File: src/rtl/fft_reorder_out.sv
// FFT output reorder: bit-reversed in, natural order out, 1/N on inverse.
// Optional: define FFT_REORDER_ROUND_EN for round-half-up inverse scaling.
module fft_reorder_out #(
  parameter int LOG2N = 4
) (
  input  logic        clk,
  input  logic        rst,
  input  logic        in_valid,
  output logic        in_ready,
  input  logic [31:0] in_data,
  input  logic        in_inv,
  output logic        out_valid,
  input  logic        out_ready,
  output logic [31:0] out_data,
  output logic        out_last,
  output logic        busy
);

  localparam int N = 1 << LOG2N;
  localparam logic [LOG2N-1:0] CNT_MAX = '1;

  typedef enum logic [1:0] {
    IDLE,
    FILL,
    DRAIN
  } state_t;

  state_t state;
  state_t state_nx;

  logic [31:0]      mem [N];
  logic [LOG2N-1:0] wr_cnt;
  logic [LOG2N-1:0] rd_cnt;
  logic [LOG2N-1:0] rd_nx;
  logic             inv_q;
  logic             in_hs;
  logic             out_hs;
  logic             wr_last;
  logic             rd_last;

  function automatic logic [LOG2N-1:0] bitrev(
    input logic [LOG2N-1:0] a
  );
    logic [LOG2N-1:0] r;
    for (int i = 0; i < LOG2N; i++) begin
      r[i] = a[LOG2N-1-i];
    end
    return r;
  endfunction

  // 17-bit headroom keeps the rounding add from overflowing.
  function automatic logic [15:0] scale_c(
    input logic [15:0] c
  );
    logic signed [16:0] s;
    s = signed'({c[15], c});
`ifdef FFT_REORDER_ROUND_EN
    s = s + 17'(1 << (LOG2N - 1));
`endif
    s = s >>> LOG2N;
    return s[15:0];
  endfunction

  function automatic logic [31:0] scale(
    input logic [31:0] w,
    input logic        inv
  );
    if (inv) begin
      return {scale_c(w[31:16]), scale_c(w[15:0])};
    end
    return w;
  endfunction

  assign in_hs   = in_valid & in_ready;
  assign out_hs  = out_valid & out_ready;
  assign wr_last = (wr_cnt == CNT_MAX);
  assign rd_last = (rd_cnt == CNT_MAX);
  assign rd_nx   = rd_cnt + LOG2N'(1);

  // State register.
  always_ff @(posedge clk or posedge rst) begin
    if (rst) begin
      state <= IDLE;
    end else begin
      state <= state_nx;
    end
  end

  // Next-state logic.
  always_comb begin
    state_nx = state;
    unique case (state)
      IDLE: begin
        if (in_hs) state_nx = FILL;
      end
      FILL: begin
        if (in_hs && wr_last) state_nx = DRAIN;
      end
      DRAIN: begin
        if (out_hs && out_last) state_nx = IDLE;
      end
      default: state_nx = IDLE;
    endcase
  end

  // State-decoded outputs.
  always_comb begin
    in_ready = (state != DRAIN);
    busy     = (state != IDLE);
  end

  // Bit-reversed write into the frame buffer.
  always_ff @(posedge clk) begin
    if (in_hs) begin
      mem[bitrev(wr_cnt)] <= in_data;
    end
  end

  // Write counter and per-frame inverse flag.
  always_ff @(posedge clk or posedge rst) begin
    if (rst) begin
      wr_cnt <= '0;
      inv_q  <= 1'b0;
    end else if (in_hs) begin
      wr_cnt <= wr_cnt + LOG2N'(1);
      if (state == IDLE) begin
        inv_q <= in_inv;
      end
    end
  end

  // Registered natural-order read; word 0 is preloaded as the fill ends.
  always_ff @(posedge clk or posedge rst) begin
    if (rst) begin
      rd_cnt    <= '0;
      out_valid <= 1'b0;
      out_data  <= '0;
      out_last  <= 1'b0;
    end else if (in_hs && wr_last) begin
      rd_cnt    <= '0;
      out_valid <= 1'b1;
      out_data  <= scale(mem[0], inv_q);
      out_last  <= 1'b0;
    end else if (out_hs) begin
      if (rd_last) begin
        rd_cnt    <= '0;
        out_valid <= 1'b0;
        out_data  <= '0;
        out_last  <= 1'b0;
      end else begin
        rd_cnt   <= rd_nx;
        out_data <= scale(mem[rd_nx], inv_q);
        out_last <= (rd_nx == CNT_MAX);
      end
    end
  end

endmodule

File: config.mk
export PLATFORM = sky130hd
export DESIGN_NAME = fft_reorder_out
export DESIGN_NICKNAME = d
export VERILOG_FILES = /design/src/rtl/fft_reorder_out.sv
export SDC_FILE = /design/constraint.sdc
export NUM_CORES = 1
export LEC_CHECK = 0
export CORE_MARGIN = 4
export CORE_UTILIZATION = 50
export CTS_BUF_LIST = sky130_fd_sc_hd__clkbuf_8
export DETAILED_ROUTE_END_ITERATION = 8
export GPL_ROUTABILITY_DRIVEN = 0
export PLACE_DENSITY_LB_ADDON = 0.1
export SYNTH_ARGS = -nofsm -noshare
export SYNTH_HDL_FRONTEND = slang
export SYNTH_SLANG_ARGS = --single-unit
File: constraint.sdc
create_clock -name clk -period 5.5 [get_ports clk]
set_input_delay 0.55 -clock clk [delete_from_list [all_inputs] [get_ports clk]]
set_output_delay 0.55 -clock clk [all_outputs]
set_load 0.005 [all_outputs]
==> run summary <==
Max H-tree Level - 3
run status - completed
slowest stage delay, CP - 0.86 ns
Syn Inst Count - 1148
fraction of registers with async set or reset after synthesis - 0.0808
initial antenna violation count - 0
Multi-input gate area - 5560 um^2
Yosys reg bits - 557
WP data required - 6.00 ns
met3 Use GR - 0.0458
number of global-route vias before repair - 12100
Final setup violation count - 0
fmax - 0.272 GHz
Static Leakage - 0.00840 uW
Worst Path Arrival - 4.18 ns
Die H - 219 um
R2R cell count - 8
Total GRT Usage - 0.237
CP max stage cell - ha_4
buffer depth of the longest clock path - 3
CTS tree - built
row count - 77
most common flop cell mapped by yosys - edfxtp_1
clock insertion delay at the later pin of the skew report - 0.66 ns
largest net degree at the start of global routing - 68
Hold WC Path Type - in -> async
Chip Width - 219 um
min Tclk post-route - 3.68 ns
fin util - 0.574
initial core utilization - 0.504
Critical Path Start - rd_cnt[0]$_DFFE_PP0P_
r2r startpoint - rd_cnt[0]$_DFFE_PP0P_
setup TNS - 0 ns
Pwr per Cell Area - 550 nW/um^2
antenna-violating nets left - 0
hold slack - 0.427 ns
Fillers - 3416
DIE AREA - 47900 um^2
post-CTS sizing - 0
Root Buffer - clkbuf_8
FF/Latch Area - 16500 um^2
Worst-Margin Slew - 1.28 ns
clock slew at reported path FFs - 0.06 ns
Hold Violations, Final - 0
via/cell ratio - 6.08
share of layout cells above drive strength 1 - 0.220
final WL - 55300 um
final net count - 1322
worst path cell trace - inv_1 -> ha_4 -> buf_4 -> mux4_2 -> mux2i_1 -> a32oi_1 -> nand2_1 -> o221ai_1
hold buffers post-CTS - 0
unrepaired setup endpoints after global routing - no
Setup crit end kind - flip-flop
Warnings, synthesis - 0
GRT busiest layer - met2
Core ar. - 44100 um^2
first-pass GRT wire length - 81900 um
clock sinks - 557
Layout area overhead - 14.0%
Post-DP HPWL - 33300 um
antenna cells - 0
grt ovf - 0
Net Count, Synth - 1191
Reg2Reg Setup Slack - 1.82 ns
Rel. slew slack - 0.144
Vias - 11800
Worst setup SP type - flip-flop
fin crit share - 0.669
Setup Buffers After CTS - 0
Port Buffer Count - 72
M2 GR Usage - 0.362
Peak VDD IR - 467 uV
Slew Limit Fails - 0
cts bufs inserted - 90
syn avg cell area - 19.4 um^2
Max FO, Critical Path - 54
Netlist cell types - 39
Critical Setup Path Class - reg -> reg
sequential area share after synthesis - 0.742
1st-iter DRT viols - 1288
Residual DRC - 0
Pre-Repair DR Iteration Count - 5
wire per inst - 28.6 um
# IOs - 73
max-cap violations - 0
M1 GR Usage - 0.351
clk_skew - 0.0287 ns
Post-synth EDFFs - 512
Syn Std Cell Area - 22200 um^2
routing by layer:
metal	share of wire	up-vias	routed length, um
met3	0.071	96	3930
met5	0	-	0
met4	0.025	0	1370
li1	-	4973	-
met2	0.47	470	26000
met1	0.43	6229	24000
logic make-up (layout without fill, tap and decap cells):
| group | count (synthesis) | in the layout | share of synthesized area |
|---|---|---|---|
| mux | 191 | 191 | 0.163 |
| xor+xnor | 8 | 8 | 0.00383 |
| fa+ha+maj | 6 | 6 | 0.00338 |
| compound gates | 121 | 121 | 0.0358 |
| buf+inv | 76 | 272 | 0.0156 |
| flops | 557 | 557 | 0.742 |
| simple gates | 189 | 189 | 0.0367 |
final timing paths:
kind / to
worst max register to register: out_data[9]$_DFFE_PP0P_
worst min-delay path: state[0]$_DFFE_PP0P_
worst min register to register: state[0]$_DFFE_PP0P_
max in group asynchronous: rd_cnt[0]$_DFFE_PP0P_
min in group clk: state[0]$_DFFE_PP0P_
worst max-delay path: out_data[9]$_DFFE_PP0P_
layout make-up:
cell class | count | share of cell area
flip-flops and latches | 557 | 0.651
repair buffers | 108 | 0.0396
well taps | 592 | 0.0292
inverters | 7 | 0.00104
multi-input cells | 515 | 0.219
clock buffers | 91 | 0.0494
clock inverters | 66 | 0.0104
critical path: cells and delay by family (launching register included):
| kind | cells | cell delay (ns) |
|---|---|---|
| AO/OA/AOI/OAI | 2 | 0.23 |
| flip-flops | 1 | 0.58 |
| AND/OR/NAND/NOR | 1 | 0.17 |
| buffers and inverters | 2 | 0.58 |
| multiplexers | 2 | 1.00 |
| adder cells (fa/ha/maj) | 1 | 0.86 |
cell usage after synthesis, drive strengths merged (3+ instances only):
master,instances,area share
edfxtp,512,0.69
mux4,136,0.14
nand2,102,0.017
mux2i,54,0.024
dfrtp,45,0.051
buf,35,0.0086
a21oi,34,0.0077
clkbuf,34,0.0058
nand3,31,0.0070
nor2,23,0.0039
o22ai,19,0.0053
a32oi,16,0.0063
o211ai,14,0.0047
nand2b,13,0.0037
nor3,12,0.0027
o21ai,10,0.0023
a31oi,9,0.0025
o221ai,8,0.0032
a22oi,7,0.0024
ha,6,0.0034
inv,6,0.0010
xnor2,5,0.0026
and2,4,0.0011
nand4,3,0.00084
xor2,3,0.0012
state kept, by name, indices dropped and copies added (netlist names):
register / count
inv_q: 1
mem: 512
out_data: 32
out_last: 1
out_valid: 1
rd_cnt: 4
state: 2
wr_cnt: 4
where the power goes:
part           switching (uW)  leakage (uW)  internal, uW
Clock                    1560      0.000902          1520
Combinational            3070       0.00233          2270
Sequential                328       0.00517          5180
Total                    4950       0.00840          8980
layout by cell type, fill, tap and decap left out, types with 16 or more instances in the layout:
master / synthesis / layout
edfxtp_1: 512 / 512
clkdlybuf4s50_1: 0 / 72
clkbuf_8: 0 / 91
buf_4: 3 / 35
dfrtp_1: 45 / 43
mux4_2: 136 / 136
a32oi_1: 16 / 16
a21oi_1: 34 / 34
o22ai_1: 19 / 19
nand3_1: 31 / 30
clkinv_1: 1 / 22
inv_1: 6 / 42
mux2i_1: 54 / 54
nand2_1: 102 / 102
stage by stage:
stage / std cells / instance area, um^2 / power [uW] / setup WS (ns)
6_report: 1936 / 25300 / 13900 / 1.82
5_1_grt: 1936 / 25300 / 14600 / 1.55
4_1_cts: 1936 / 25300 / 14100 / 1.81
3_5_place_dp: 1779 / 23800 / 11000 / 1.83
3_3_place_gp: 1779 / 23800 / 10900 / 1.91
2_1_floorplan: 1148 / 22200 / 8970 / 1.76
No activity file was read; power rests on OpenSTA's default activity.
